===== src/rtl/serial_tx.sv =====
// Frames a parallel word as start(1), WIDTH data bits LSB first, even parity; DIV cycles per bit, done pulses (WIDTH+2)*DIV+1 cycles after accept.
// in_ready only in IDLE/DONE; in_valid otherwise ignored without buffering. tx_d/tx_en drive a downstream enabled D flip-flop chain.
module serial_tx #(
  parameter int WIDTH = 8,
  parameter int DIV   = 1
) (
  input  logic             clk,
  input  logic             reset,
  input  logic             in_valid,
  input  logic [WIDTH-1:0] in_data,
  output logic             in_ready,
  output logic             tx_d,
  output logic             tx_en,
  output logic             busy,
  output logic             done
);

  localparam int BW = $clog2(WIDTH + 1);
  localparam int DW = $clog2(DIV + 1);
  localparam logic [BW-1:0] LAST_BIT = BW'(WIDTH - 1);
  localparam logic [DW-1:0] LAST_DIV = DW'(DIV - 1);

  typedef enum logic [2:0] {IDLE, START, DATA, PARITY, DONE} state_t;

  state_t           state, state_nxt;
  logic [WIDTH-1:0] shreg;
  logic             parity;
  logic [BW-1:0]    bit_cnt;
  logic [DW-1:0]    div_cnt;
  logic             period_end;
  logic             accept;

  assign period_end = (div_cnt == LAST_DIV);
  assign accept     = in_valid & in_ready;

  always_ff @(posedge clk or posedge reset) begin
    if (reset) state <= IDLE;
    else       state <= state_nxt;
  end

  always_comb begin
    state_nxt = state;
    in_ready  = 1'b0;
    tx_d      = 1'b0;
    tx_en     = 1'b0;
    busy      = 1'b0;
    done      = 1'b0;
    case (state)
      IDLE: begin
        in_ready = 1'b1;
        if (in_valid) state_nxt = START;
      end
      START: begin
        busy  = 1'b1;
        tx_d  = 1'b1;
        tx_en = period_end;
        if (period_end) state_nxt = DATA;
      end
      DATA: begin
        busy  = 1'b1;
        tx_d  = shreg[0];
        tx_en = period_end;
        if (period_end && (bit_cnt == LAST_BIT)) state_nxt = PARITY;
      end
      PARITY: begin
        busy  = 1'b1;
        tx_d  = parity;
        tx_en = period_end;
        if (period_end) state_nxt = DONE;
      end
      DONE: begin
        done      = 1'b1;
        in_ready  = 1'b1;
        state_nxt = in_valid ? START : IDLE;
      end
      default: state_nxt = IDLE;
    endcase
  end

  // Parity is taken from the word at accept so later in_data changes cannot leak in.
  always_ff @(posedge clk or posedge reset) begin
    if (reset) begin
      shreg   <= '0;
      parity  <= 1'b0;
      bit_cnt <= '0;
      div_cnt <= '0;
    end else if (accept) begin
      shreg   <= in_data;
      parity  <= ^in_data;
      bit_cnt <= '0;
      div_cnt <= '0;
    end else if (busy) begin
      div_cnt <= period_end ? '0 : div_cnt + 1'b1;
      if ((state == DATA) && period_end) begin
        shreg   <= shreg >> 1;
        bit_cnt <= bit_cnt + 1'b1;
      end
    end
  end

endmodule

===== config.mk =====
export PLATFORM = sky130hd
export DESIGN_NAME = serial_tx
export DESIGN_NICKNAME = d
export VERILOG_FILES = /design/src/rtl/serial_tx.sv
export SDC_FILE = /design/constraint.sdc
export NUM_CORES = 1
export LEC_CHECK = 0
export BUFFER_PORTS_ARGS = -buffer_cell sky130_fd_sc_hd__buf_2
export CELL_PAD_IN_SITES_DETAIL_PLACEMENT = 0
export CELL_PAD_IN_SITES_GLOBAL_PLACEMENT = 1
export CORE_ASPECT_RATIO = 0.7
export CORE_MARGIN = 2
export CORE_UTILIZATION = 37
export CTS_BUF_LIST = sky130_fd_sc_hd__clkbuf_8 sky130_fd_sc_hd__clkbuf_16
export CTS_CLUSTER_DIAMETER = 100
export CTS_CLUSTER_SIZE = 25
export DETAILED_ROUTE_END_ITERATION = 16
export PLACE_DENSITY = 0.77
export REMOVE_ABC_BUFFERS = 1
export SLEW_MARGIN = 0
export SYNTH_ARGS = -nofsm -noshare
export SYNTH_HDL_FRONTEND = slang
export SYNTH_SLANG_ARGS = --single-unit

===== constraint.sdc =====
create_clock -name clk -period 1.36 [get_ports clk]
set_clock_uncertainty 0.05 [all_clocks]
set_input_delay 0.068 -clock clk [delete_from_list [all_inputs] [get_ports clk]]
set_output_delay 0.068 -clock clk [all_outputs]
set_load 0.01 [all_outputs]

==> flow_summary.yaml <==
finish:
  drive_above_1_share_pct: 43.3
  num_antenna_cells: 0
  stdcell_area_sq_um: 1230
  post-route-util_pct: 51.1
  area_delta_synth_final_pct: 34.6
  nets: 133
  fillers: 245
  seqCellArea_sq_um: 403
  multiInputGateArea_sq_um: 472
critical_path:
  critical_path_class: "reg2reg"
  crit_start: "bit_cnt[1]"
  cp_data_arrival_time_ns: 1.44
  slowest_delay_ns: 0.38
  worst_path_max_delay_cell: "dfrtp_1"
  reg2reg_slack_ns: 0.05
  crit_required_ns: 1.49
  r2r_start: "bit_cnt[1]"
  start_kind: "flip-flop"
  end_kind: "flip-flop"
  r2r-end: "state[0]"
  r2r_cells: 4
  worstPathCellList: "ha_1 > nor2b_4 > or3b_1 > a21oi_2"
  crit_fanout: 3
pwr:
  ir_drop_mv: 0.846
  p_per_area_nw_per_um2: 2200
  power_leakage_nw: 0.524
clocking:
  cts_tree: "built"
  cts.sinks: 16
  root_buffer: "clkbuf_8"
  h-tree-depth: 1
  insertion_delay_ns: 0.25
  cts_buffer_depth: 2
  cts.clk_slew.worst_paths_ns: 0.07
  cts_buffers: 3
grt:
  antenna_found_initial: 0
  grt_first_pass_wirelength_mm: 3.46
  grt_max_degree: 17
  overflow: 0
  grt_usage_pct: 16.1
  grt_pass1_vias: 750
flow_run:
  cap_violations: 0
timing:
  max_freq_mhz: 762
  slew_viol_final: 0
  rsz0062_at_grt: "yes"
  period_minus_slack_ns: 1.31
  setup_viol: 0
  worst_pin_slew_ns: 0.222
  max_slew_margin_pct: 85.2
  hold_viol: 0
  fin_crit_sh_pct: 96.5
drt:
  wl_per_cell_um: 13.0
  detail-route-antenna-nets: 0
  vias_per_cell: 4.96
  routed_wl_mm: 2.00
  post-route-drc-count: 0
  drt_iter0_markers: 12
  num_vias: 764
  drt_pre_antenna_iters: 3
place:
  io_buffers: 15
  dp_hpwl_mm: 1.45
  place_area_sq_um: 1050
  gp_congestion: 0.772
floorplanning:
  rows: 15
  num_io_pins: 16
  start_util_pct: 38.0
  die_y_um: 45.5
  coreArea_sq_um: 2400
  die_x_um: 63.3
  dieArea_sq_um: 2880
synth:
  ys_ff_latch: 16
  synth_warnings: 0
  avgSynthCellArea_sq_um: 10.6
  synth_cell_types: 32
  ys_seq_area_share_pct: 43.9
  syn_inst: 86
  syn_area_sq_um: 912
hold_path:
  worstHoldPathType: "in2reg"
  hold_path_end: "bit_cnt[3]"
  hold_path_startpoint: "in_valid"
  whs_path_depth: 2
outcome:
  status: "finished clean"
## power by group
| part | internal (W) | switching (W) |
|---|---|---|
| clock | 0.000257 | 0.000167 |
| sequential | 0.000682 | 0.000173 |
| combinational | 0.000755 | 0.000665 |
| total | 0.00169 | 0.00100 |
## synthesized netlist by cell type
master | count | share of area, %
dfrtp_1 | 16 | 44
xnor2_1 | 9 | 8.6
nor2_1 | 7 | 2.9
o22a_1 | 5 | 4.8
o32a_1 | 5 | 5.5
a21oi_1 | 4 | 2.2
nand2_1 | 4 | 1.6
o21ai_0 | 4 | 2.2
o22ai_1 | 3 | 2.1
a21oi_2 | 2 | 1.9
a2bb2oi_1 | 2 | 1.9
a31oi_1 | 2 | 1.4
buf_2 | 2 | 1.1
buf_6 | 2 | 2.5
inv_1 | 2 | 0.82
a21oi_4 | 1 | 1.8
a22oi_1 | 1 | 0.82
and2_1 | 1 | 0.69
buf_4 | 1 | 0.82
ha_1 | 1 | 1.4
inv_2 | 1 | 0.41
inv_4 | 1 | 0.69
mux2i_1 | 1 | 1.1
nand2_2 | 1 | 0.69
nand2_4 | 1 | 1.2
nand2b_1 | 1 | 0.69
nand3_1 | 1 | 0.55
nor2b_2 | 1 | 0.96
nor3_1 | 1 | 0.55
nor4_4 | 1 | 2.3
o21ai_2 | 1 | 0.96
or3b_1 | 1 | 0.96
## cells in the final DEF, fill, tap and decap left out, types with 2 or more instances in the layout
cell and count:
a21oi_1 4, a21oi_2 2, a2bb2oi_1 2, a31oi_1 2, buf_2 15, buf_4 17
buf_6 2, clkbuf_8 4, dfrtp_1 14, dfrtp_2 2, inv_1 2, nand2_1 4
nor2_1 6, o21ai_0 3, o22a_1 5, o22ai_1 3, o32a_1 5, xnor2_1 9
## cell type report
cell class	count	area share, %
multi-input combinational	61	38.4
sequential	16	32.8
timing repair buffer	35	19.2
clock buffer	4	4.49
tap	34	3.47
inverter	4	1.63
## metal layers
layer | vias up | wire length [um] | global-route usage (%)
met2 | 16 | 883 | 25.9
met4 | 0 | 10 | 3.91
met1 | 365 | 1020 | 21.5
met3 | 2 | 92 | 4.95
li1 | 381 | - | -
met5 | - | 0 | 0
## how the worst max path moves through the flow
stage                    end  slack, ns  cells after the start
floorplan           shreg[0]     -0.006                      3
global placement    shreg[0]       0.07                      4
detailed placement  state[0]       0.04                      4
CTS                     done      0.007                      4
global route        state[0]      -0.02                      4
finish              state[0]       0.05                      4
## per-stage QoR
step                hold WS, ns  worst slack, ns  total power, W  cells  setup TNS [ns]
floorplan               -0.0683         -0.00604         0.00161     81        -0.00604
global placement         0.0350           0.0746         0.00198    138               0
detailed placement       0.0422           0.0388         0.00201    138               0
CTS                      0.0425          0.00687         0.00260    149               0
global route             0.0554          -0.0199         0.00293    154         -0.0347
finish                   0.0443           0.0473         0.00270    154               0
## registers in the layout (all words and copies together), names as in the netlist
register,cells
shreg,8
bit_cnt,4
state,3
parity,1
## logic make-up after synthesis
logic type | share of synthesized area [%]
buffers and inverters | 6.31
AO/OA/AOI/OAI | 25.5
AND/OR/NAND/NOR | 13.2
adder cells (fa/ha/maj) | 1.37
flip-flops | 43.9
multiplexers | 1.10
XOR/XNOR | 8.64
## critical path, delay by kind of cell (launching register included)
| kind | cells | cell delay (ns) |
|---|---|---|
| simple gates | 2 | 0.51 |
| flops | 1 | 0.38 |
| fa+ha+maj | 1 | 0.16 |
| compound gates | 1 | 0.14 |
## what timing repair did
| action | CTS | global route |
|---|---|---|
| pin swaps | 1 | 3 |
| buffers inserted | 6 | 5 |
| hold buffers | 1 | 0 |
| hold endpoints to repair | 16 | 0 |
| resized for setup | 5 | 5 |
| endpoints found under the setup margin | 5 | 4 |
(Power assumes the default switching activity.)
